$ cat src/rtl/car_draw_control_pkg.sv
// Shared types and default geometry for the car drawing controller and its datapath.
package car_draw_control_pkg;

    typedef logic [7:0] coord_t;

    typedef enum logic [2:0] {
        StIdle,
        StClear,
        StDrawBg,
        StDrawCar,
        StWait,
        StErase,
        StDrive
    } state_e;

    localparam int unsigned ScreenW       = 160;
    localparam int unsigned ScreenH       = 120;
    localparam int unsigned CarW          = 8;
    localparam int unsigned CarH          = 8;
    localparam int unsigned CarY0         = 100;
    localparam int unsigned Step          = 2;
    localparam int unsigned FrameDiv      = 833333;
    localparam int unsigned FramesPerStep = 4;

    // 9-bit sum keeps the right move from wrapping before the clamp.
    function automatic coord_t drive_x(coord_t x, logic left, logic right, coord_t step,
                                       coord_t max_x);
        logic [8:0] sum;
        sum     = {1'b0, x} + {1'b0, step};
        drive_x = x;
        if (left && !right) begin
            drive_x = (x < step) ? '0 : x - step;
        end else if (right && !left) begin
            drive_x = (sum > {1'b0, max_x}) ? max_x : sum[7:0];
        end
    endfunction

endpackage

$ cat src/rtl/car_draw_control_if.sv
// Command/status bundle between the drawing controller and the pixel datapath.
interface car_draw_control_if;
    logic                        start;
    logic                        key_left;
    logic                        key_right;
    logic                        resetsignal;
    logic                        draw_bg;
    logic                        draw_car;
    logic                        erase;
    logic                        drive;
    logic                        plot;
    logic                        inc;
    logic                        busy;
    car_draw_control_pkg::coord_t car_x;
    car_draw_control_pkg::coord_t car_y;

    modport master (
        input  start, key_left, key_right,
        output resetsignal, draw_bg, draw_car, erase, drive, plot, inc, busy, car_x, car_y
    );

    modport slave (
        output start, key_left, key_right,
        input  resetsignal, draw_bg, draw_car, erase, drive, plot, inc, busy, car_x, car_y
    );
endinterface

$ cat src/rtl/car_draw_control_raster_scan_counter.sv
// Column/row scan over a runtime-sized rectangle; inc marks the last column, done the last pixel.
module raster_scan_counter
    import car_draw_control_pkg::*;
(
    input  logic   clock,
    input  logic   reset,
    input  logic   clear,
    input  logic   enable,
    input  coord_t width,
    input  coord_t height,
    output logic   inc,
    output logic   done
);

    coord_t col_q;
    coord_t row_q;

    assign inc  = (col_q == width - 8'd1);
    assign done = inc && (row_q == height - 8'd1);

    always_ff @(posedge clock) begin
        if (!reset || clear) begin
            col_q <= '0;
            row_q <= '0;
        end else if (enable) begin
            if (inc) begin
                col_q <= '0;
                row_q <= row_q + 8'd1;
            end else begin
                col_q <= col_q + 8'd1;
            end
        end
    end

endmodule

$ cat src/rtl/car_draw_control.sv
// Control FSM sequencing background fill, car draw/erase and paced car movement.
module car_draw_control
    import car_draw_control_pkg::*;
#(
    parameter int unsigned SCREEN_W        = ScreenW,
    parameter int unsigned SCREEN_H        = ScreenH,
    parameter int unsigned CAR_W           = CarW,
    parameter int unsigned CAR_H           = CarH,
    parameter int unsigned CAR_Y0          = CarY0,
    parameter int unsigned STEP            = Step,
    parameter int unsigned FRAME_DIV       = FrameDiv,
    parameter int unsigned FRAMES_PER_STEP = FramesPerStep
) (
    input logic                 clock,
    input logic                 reset,
    car_draw_control_if.master  bus
);

    localparam int unsigned DivW = (FRAME_DIV > 1) ? $clog2(FRAME_DIV) : 1;
    localparam int unsigned FrmW = (FRAMES_PER_STEP > 1) ? $clog2(FRAMES_PER_STEP) : 1;

    localparam logic [DivW-1:0] DivLast = DivW'(FRAME_DIV - 1);
    localparam logic [FrmW-1:0] FrmLast = FrmW'(FRAMES_PER_STEP - 1);
    localparam coord_t          MaxX    = coord_t'(SCREEN_W - CAR_W);
    localparam coord_t          StartX  = coord_t'((SCREEN_W - CAR_W) / 2);

    state_e          state_q, state_d;
    coord_t          car_x_q, car_x_d;
    logic [DivW-1:0] div_q;
    logic [FrmW-1:0] frm_q, frm_d;
    logic            tick, step_due;
    logic            is_draw, scan_clear, scan_inc, scan_done;
    coord_t          scan_w, scan_h;

    assign is_draw    = (state_q == StDrawBg) || (state_q == StDrawCar) || (state_q == StErase);
    assign scan_w     = (state_q == StDrawBg) ? coord_t'(SCREEN_W) : coord_t'(CAR_W);
    assign scan_h     = (state_q == StDrawBg) ? coord_t'(SCREEN_H) : coord_t'(CAR_H);
    // Clearing on done lets back-to-back draw states start from pixel 0 with no gap.
    assign scan_clear = !is_draw || scan_done;

    raster_scan_counter u_scan (
        .clock  (clock),
        .reset  (reset),
        .clear  (scan_clear),
        .enable (is_draw),
        .width  (scan_w),
        .height (scan_h),
        .inc    (scan_inc),
        .done   (scan_done)
    );

    assign tick     = (div_q == DivLast);
    assign step_due = (state_q == StWait) && tick && (frm_q == FrmLast);

    always_comb begin
        frm_d = frm_q;
        if (state_q == StWait && tick) begin
            frm_d = (frm_q == FrmLast) ? '0 : frm_q + 1'b1;
        end
    end

    assign car_x_d = (state_q == StDrive)
        ? drive_x(car_x_q, bus.key_left, bus.key_right, coord_t'(STEP), MaxX) : car_x_q;

    always_ff @(posedge clock) begin
        if (!reset) begin
            state_q <= StIdle;
            car_x_q <= StartX;
            div_q   <= '0;
            frm_q   <= '0;
        end else begin
            state_q <= state_d;
            car_x_q <= car_x_d;
            div_q   <= tick ? '0 : div_q + 1'b1;
            frm_q   <= frm_d;
        end
    end

    always_comb begin
        state_d = state_q;
        case (state_q)
            StIdle:    if (bus.start) state_d = StClear;
            StClear:   state_d = StDrawBg;
            StDrawBg:  if (scan_done) state_d = StDrawCar;
            StDrawCar: if (scan_done) state_d = StWait;
            StWait:    if (step_due) state_d = StErase;
            StErase:   if (scan_done) state_d = StDrive;
            StDrive:   state_d = StDrawCar;
            default:   state_d = StIdle;
        endcase
    end

    always_comb begin
        bus.resetsignal = 1'b0;
        bus.draw_bg     = 1'b0;
        bus.draw_car    = 1'b0;
        bus.erase       = 1'b0;
        bus.drive       = 1'b0;
        bus.plot        = 1'b0;
        bus.inc         = 1'b0;
        bus.busy        = (state_q != StIdle);
        case (state_q)
            StClear:   bus.resetsignal = 1'b1;
            StDrawBg:  bus.draw_bg = 1'b1;
            StDrawCar: bus.draw_car = 1'b1;
            StErase:   bus.erase = 1'b1;
            StDrive:   bus.drive = 1'b1;
            default:   ;
        endcase
        if (is_draw) begin
            bus.plot = 1'b1;
            bus.inc  = scan_inc;
        end
    end

    assign bus.car_x = car_x_q;
    assign bus.car_y = coord_t'(CAR_Y0);

endmodule

$ cat src/flat_wrapper.sv
// flat-port wrapper written by rule: the top's interface ports become plain ports
module car_draw_control_flat import car_draw_control_pkg::*;
#(
    parameter int unsigned SCREEN_W        = ScreenW,
    parameter int unsigned SCREEN_H        = ScreenH,
    parameter int unsigned CAR_W           = CarW,
    parameter int unsigned CAR_H           = CarH,
    parameter int unsigned CAR_Y0          = CarY0,
    parameter int unsigned STEP            = Step,
    parameter int unsigned FRAME_DIV       = FrameDiv,
    parameter int unsigned FRAMES_PER_STEP = FramesPerStep
)
  (clock, reset, bus_start, bus_key_left, bus_key_right, bus_resetsignal, bus_draw_bg, bus_draw_car, bus_erase, bus_drive, bus_plot, bus_inc, bus_busy, bus_car_x, bus_car_y);
  car_draw_control_if bus_i ();
  input logic clock;
  input logic reset;
  input wire logic [$bits(bus_i.start)-1:0] bus_start;
  input wire logic [$bits(bus_i.key_left)-1:0] bus_key_left;
  input wire logic [$bits(bus_i.key_right)-1:0] bus_key_right;
  output wire logic [$bits(bus_i.resetsignal)-1:0] bus_resetsignal;
  output wire logic [$bits(bus_i.draw_bg)-1:0] bus_draw_bg;
  output wire logic [$bits(bus_i.draw_car)-1:0] bus_draw_car;
  output wire logic [$bits(bus_i.erase)-1:0] bus_erase;
  output wire logic [$bits(bus_i.drive)-1:0] bus_drive;
  output wire logic [$bits(bus_i.plot)-1:0] bus_plot;
  output wire logic [$bits(bus_i.inc)-1:0] bus_inc;
  output wire logic [$bits(bus_i.busy)-1:0] bus_busy;
  output wire logic [$bits(bus_i.car_x)-1:0] bus_car_x;
  output wire logic [$bits(bus_i.car_y)-1:0] bus_car_y;
  assign bus_i.start = bus_start;
  assign bus_i.key_left = bus_key_left;
  assign bus_i.key_right = bus_key_right;
  assign bus_resetsignal = bus_i.resetsignal;
  assign bus_draw_bg = bus_i.draw_bg;
  assign bus_draw_car = bus_i.draw_car;
  assign bus_erase = bus_i.erase;
  assign bus_drive = bus_i.drive;
  assign bus_plot = bus_i.plot;
  assign bus_inc = bus_i.inc;
  assign bus_busy = bus_i.busy;
  assign bus_car_x = bus_i.car_x;
  assign bus_car_y = bus_i.car_y;
  car_draw_control #(.SCREEN_W(SCREEN_W), .SCREEN_H(SCREEN_H), .CAR_W(CAR_W), .CAR_H(CAR_H), .CAR_Y0(CAR_Y0), .STEP(STEP), .FRAME_DIV(FRAME_DIV), .FRAMES_PER_STEP(FRAMES_PER_STEP)) u_core (.clock(clock), .reset(reset), .bus(bus_i));
endmodule
$ cat config.mk
export PLATFORM = sky130hd
export DESIGN_NAME = car_draw_control_flat
export DESIGN_NICKNAME = d
export VERILOG_FILES = /design/src/rtl/car_draw_control_pkg.sv /design/src/rtl/car_draw_control_if.sv /design/src/rtl/car_draw_control_raster_scan_counter.sv /design/src/rtl/car_draw_control.sv /design/src/flat_wrapper.sv
export SDC_FILE = /design/constraint.sdc
export NUM_CORES = 1
export LEC_CHECK = 0
export CORE_ASPECT_RATIO = 0.9
export CORE_MARGIN = 3
export CORE_UTILIZATION = 33
export CTS_BUF_LIST = sky130_fd_sc_hd__clkbuf_8
export CTS_CLUSTER_SIZE = 24
export DETAILED_ROUTE_END_ITERATION = 12
export DONT_BUFFER_PORTS = 1
export GPL_TIMING_DRIVEN = 0
export PLACE_DENSITY_LB_ADDON = 0.1
export SYNTH_ARGS = -nofsm -noshare
export SYNTH_HDL_FRONTEND = slang
export SYNTH_SLANG_ARGS = --single-unit
$ cat constraint.sdc
create_clock -name clock -period 6.12 [get_ports clock]
set_input_delay 0.612 -clock clock [delete_from_list [all_inputs] [get_ports clock]]
set_output_delay 0.612 -clock clock [all_outputs]
set_load 0.01 [all_outputs]
# --- Word level (Yosys, flattened, before mapping) ---
# Index checks and enable logic that the tools add are counted.
totals:
  ff_bits: 49
  inputBits: 5
  out_inout_bits: 24
  elab_cells: 73
classes:
  addsub: 8
  n_lt_le_gt_ge: 2
  eq_ne: 15
  n_mux: 21
  bitwise: 1
  reduce_logical: 20
op_table:
  columns: ["cell", "n"]
  rows:
  - ["8-bit 2-to-1 mux", 6]
  - ["3-bit case mux with 7 select lines", 1]
  - ["20-bit by 1-bit adder with 20-bit output (second input constant)", 1]
  - ["20-bit equality test (second input constant)", 1]
  - ["8-bit by 1-bit adder with 8-bit output (second input constant)", 2]
  - ["8-bit equality test", 2]
  - ["8-bit by 1-bit subtractor with 8-bit output (second input constant)", 2]
  - ["3-bit 2-to-1 mux", 5]
  - ["8-bit by 2-bit adder with 9-bit output (second input constant)", 1]
  - ["3-bit equality test (second input constant)", 3]
  - ["9-bit by 8-bit > comparator with 1-bit output (second input constant)", 1]
  - ["8-bit by 2-bit less-than comparator with 1-bit output (second input constant)", 1]
  - ["2-bit by 1-bit inequality test with 1-bit output (second input constant)", 4]
  - ["8-bit by 2-bit subtractor with 8-bit output (second input constant)", 1]
  - ["1-bit 2-to-1 mux", 7]
  - ["7-bit 2-to-1 mux", 1]
  - ["3-bit by 2-bit equality test with 1-bit output (second input constant)", 2]
  - ["1-bit logical AND", 5]
  - ["5-bit AND reduction", 1]
  - ["1-bit zero test", 4]
  - ["1-bit logical OR", 4]
  - ["2-bit AND reduction", 2]
  - ["3-bit by 1-bit equality test with 1-bit output (second input constant)", 1]
  - ["3-bit zero test", 1]
  - ["8 further kinds", 8]

# --- Logic depth before layout (Yosys ltp) ---
depth:
  depth_word: 7
  mapped_depth: 8
  depth_no_buf: 7

# --- Modules after synthesis ---
# From an unflattened synthesis, not the netlist that was laid out.
unflattened:
  cells_unflattened: 412
  area_unflattened_um2: 3358.2
by_module_without_submodules:
  columns: ["mod", "instances", "cells_per_inst", "area_per_inst_um2", "seq_area_each_um2"]
  rows:
  - ["car_draw_control", 1, 260, 2065.7, 640.6]
  - ["raster_scan_counter", 1, 152, 1292.5, 320.3]

# --- Worst setup path after synthesis ---
# No wires, ideal clock.
synth_path:
  path_kind: "flip-flop to output port"
  from: "register u_core.state_q[2]"
  to: "output bus_inc"
  arrival_time_ns: 1.473
  t_required_ns: 5.508
  path_slack_ns: 4.035
  path_stages_with_launch: 7
  n_path_buf: 2
  cell_sequence: "dfxtp_1 clkbuf_1 nor2b_1 a21o_1 buf_1 nand3_1 inv_1"
synth_between:
  elab_chain_cells: 5
  elab_cells_between_ends: 9
  classes_between: "add/sub: 1; eq/ne: 4; mux: 2; reduce/logical: 2"
synth_rtl:
  columns: ["element", "line_no", "rtl"]
  rows:
  - ["from (decl)", "car_draw_control.sv:27", "state_e state_q, state_d;"]
  - ["from (signal assigned)", "car_draw_control.sv:67", "state_q <= StIdle;"]
  - ["from (signal assigned)", "car_draw_control.sv:72", "state_q <= state_d;"]
  - ["3-bit by 2-bit equality test with 1-bit output", "car_draw_control.sv:35, car_draw_control.sv:36", null]
  - ["8-bit 2-to-1 mux", "car_draw_control.sv:36", "assign scan_w = (state_q == StDrawBg) ? coord_t'(SCREEN_W) : coord_t'(CAR_W);"]
  - ["8-bit by 1-bit subtractor with 8-bit output", "car_draw_control_raster_scan_counter.sv:18", "assign inc = (col_q == width - 8'd1);"]
  - ["8-bit equality test", "car_draw_control_raster_scan_counter.sv:18", null]
  - ["1-bit 2-to-1 mux (*)", "car_draw_control.sv:110", "if (is_draw) begin"]
  - ["to (decl)", "flat_wrapper.sv:26", "output wire logic [$bits(bus_i.inc)-1:0] bus_inc;"]
# Every way passes the cells marked *; elsewhere a longest branch is shown, timed or not.

# --- Worst setup path in the final report ---
# Ends and elaborated chain as after synthesis.

==> run_results.csv <==
group,metric,value,unit
place,gp_congestion,0.814,
routing,wl_per_cell,13.3,um
pwr,finalPower,0.000618,W
routing,num_vias,2407,
cts,hold_buffers,0,
synthesis,synth.distinct_cells,66,
synthesis,synthArstFlopShare,0,%
grt,track_usage,13.4,%
pwr,ir_worst_vdd,0.0952,mV
hold_path,hold_class,"register to register",
synthesis,yosysTopAreaCell,"dfxtp_1",
cts,h-tree-depth,2,
critical_path,max_stage_delay,0.42,ns
layout,fillers,871,
synthesis,synth-compound-area-share,12.1,%
layout,layout.nets,370,
cts,cts_resized,0,
timing,rsz0062_at_grt,"false",
critical_path,end_kind,"output pin",
timing,slew_viol_final,0,
cts,clk_latency,0.29,ns
timing,hold_violations,0,
pwr,seqPwrFrac,52.0,%
synthesis,ys_seq_area_share,33.8,%
synthesis,yosys_warnings,0,
cts,clkTransAtPathRegs,0.09,ns
critical_path,worstSetupPathType,"register to output pin",
timing,setup_tns,0,ns
layout,ff_latch_area,961,um^2
synthesis,yosys.area_share.simple,31.9,%
synthesis,synth_adder_area_share,3.52,%
critical_path,rrSetupSlack,3.56,ns
layout,drive_gt1_share,7.82,%
pwr,p_leak,1.10,nW
critical_path,path_max_fanout,10,
die,num_rows,31,
timing,min_period_over_period,44.6,%
die,die_w,104,um
critical_path,crit_buf_inv,3,
timing,min_period,2.73,ns
timing,whs,0.439,ns
cts,tritoncts,"built",
critical_path,arrival,2.12,ns
pwr,pwr-share-comb,8.8,%
critical_path,crit_required,5.51,ns
layout,area_delta_synth_final,10.3,%
routing,first_iter_violations,89,
routing,routed_via_density,5.09,
die,start_util,34.6,%
routing,ant_nets,0,
cts,cts_root_buf,"clkbuf_8",
timing,finalSetupViolCount,0,
grt,overflow,0,
critical_path,crit_chain,"clkbuf_1, nor2b_1, a21o_1, buf_1, nand3_1, inv_1",
die,core,8220,um^2
synthesis,synth-xor-area-share,9.86,%
synthesis,synthCells,343,
synthesis,avgSynthCellArea,8.28,um^2
pwr,cell_internal_pwr,0.000470,W
layout,final_cell_mix,"48 x dfxtp_1, 42 x nor2_1, 31 x nand2_1",
timing,worst_pin_slew,0.587,ns
grt,antenna_found_initial,1,
synthesis,synth_flop_cell,"dfxtp_1",
die,die_h,94.0,um
pwr,p_sw,0.000148,W
cts,numCtsBuffers,5,
grt,grt_pass1_vias,2211,
pwr,power.share.clock,39.2,%
pwr,p_per_area,197,nW/um^2
die,ios,29,
place,portBuffers,0,
synthesis,synth_top_family_by_area,"simple AND/OR/NAND/NOR gates",
run,max_cap_violations,0,
routing,first_pass_iters,4,
cts,cts_buffer_depth,2,
place,dp_hpwl,4680,um
routing,wl,6270,um
routing,drc,0,
grt,grt_pass1_wl,10800,um
synthesis,synth_area,2840,um^2
critical_path,slowest_stage,"buf_1",
grt,grt_max_degree,16,
cts,cts_post_setup_buffers_inserted,0,
pwr,switching_share,23.9,%
synthesis,synthMuxAreaShare,2.60,%
layout,multiInputGateArea,1740,um^2
layout,mostFrequentLayoutCell,"dfxtp_1",
timing,max_freq,0.367,GHz
critical_path,crit_path_start_kind,"register",
timing,relSlewSlack,60.7,%
synthesis,synth-seq-cells,48,
status,status,"complete, no violations",
synthesis,synth.area.top_cells,"dfxtp_1 34%, xor2_1 6.2%, nor2_1 5.5%, nand2_1 4.1%, xnor2_1 3.7%",
cts,cts_sinks,48,
layout,diodes,0,
die,die_area,9760,um^2
synthesis,synth-edff-count,0,
critical_path,cpLargestDelayFamily,"buffers and inverters",
synthesis,synth_top_cell_area_share,33.8,%
timing,fin_worst_skew,0.00444,ns
## kinds of logic (layout without fill, tap and decap cells)
kind of cell | after synthesis | count (layout)
muxes | 6 | 6
xor gates and xnor gates | 32 | 32
DFF | 48 | 48
other | 2 | 9
and+or+nand+nor | 163 | 163
adders and majority gates | 8 | 8
AOI/OAI and AO/OA | 49 | 49
buffers and inverters | 35 | 43
## sequential cells by signal, summed over array words and instances, names as in the netlist
| register | count |
|---|---|
| u_core.u_scan.col_q | 8 |
| u_core.u_scan.row_q | 8 |
| u_core.state_q | 3 |
| u_core.div_q | 20 |
| u_core.frm_q | 2 |
| u_core.bus.car_x | 7 |
## worst reg2reg max path, cell delays in order (launching register included)
cell and delay [ns]:
dfxtp_1 0.43, clkbuf_1 0.39, inv_1 0.18, ha_1 0.41, nand2_1 0.07, or4_1 0.47, o2111ai_1 0.14, a311oi_1 0.16
o22a_1 0.20
## power by group through the flow
| stage | Sequential [W] | Combinational, W | Clock, W |
|---|---|---|---|
| floorplan | 0.000327 | 0.0000447 | 0 |
| global placement | 0.000329 | 0.0000550 | 0 |
| detailed placement | 0.000329 | 0.0000553 | 0 |
| CTS | 0.000322 | 0.0000553 | 0.000257 |
| global route | 0.000323 | 0.0000614 | 0.000268 |
| finish | 0.000322 | 0.0000547 | 0.000242 |
## through the flow
| stage | util [%] | std cells | area (um^2) | setup slack (ns) |
|---|---|---|---|---|
| after floorplan | - | 350 | 2870 | 4.04 |
| after global placement | 36.6 | 465 | 3010 | 3.55 |
| after detailed placement | 36.6 | 465 | 3010 | 3.61 |
| after CTS | 38.1 | 473 | 3130 | 3.35 |
| after global routing | 38.1 | 473 | 3130 | 3.15 |
| final | 38.1 | 473 | 3130 | 3.39 |
## area by class of cell
cell class,instances,share of cell area [%]
sequential,48,30.7
buffer,24,4.03
clock inverter,2,1.24
multi-input combinational,267,55.5
tap,115,4.59
inverter,11,1.32
clock buffer,6,2.64
## metal layers
metal / wire length [um] / track usage, % / up-vias
met2: 2670 / 20.3 / 52
met1: 3200 / 18.6 / 1120
li1: - / - / 1229
met3: 349 / 3.71 / 4
met5: 7 / 0 / -
met4: 36 / 3.54 / 2
## worst paths after layout
check | startpoint | endpoint | depth (start not counted)
hold reg to reg | u_core.u_scan.col_q[0] | u_core.u_scan.col_q[0] | 1
setup reg to reg | u_core.bus.car_x[1] | u_core.bus.car_x[2] | 8
hold / removal | u_core.u_scan.col_q[0] | u_core.u_scan.col_q[0] | 1
setup / recovery | u_core.state_q[2] | bus_inc | 6
## cell usage after synthesis, types with 3 or more instances
cell type	count
xnor2_1	12
dfxtp_1	48
and3_1	8
a21oi_1	9
inv_1	11
clkbuf_1	12
ha_1	8
and2_1	3
nand2_1	31
nand4_1	11
buf_4	9
nand2b_1	4
or4_1	4
or3_1	6
o31ai_1	4
mux2i_1	4
nor2b_1	8
o2111ai_1	3
nor2_1	42
o21ai_0	8
nor3_1	4
xor2_1	20
nand3_1	18
Power figures use the tool's default switching activity.
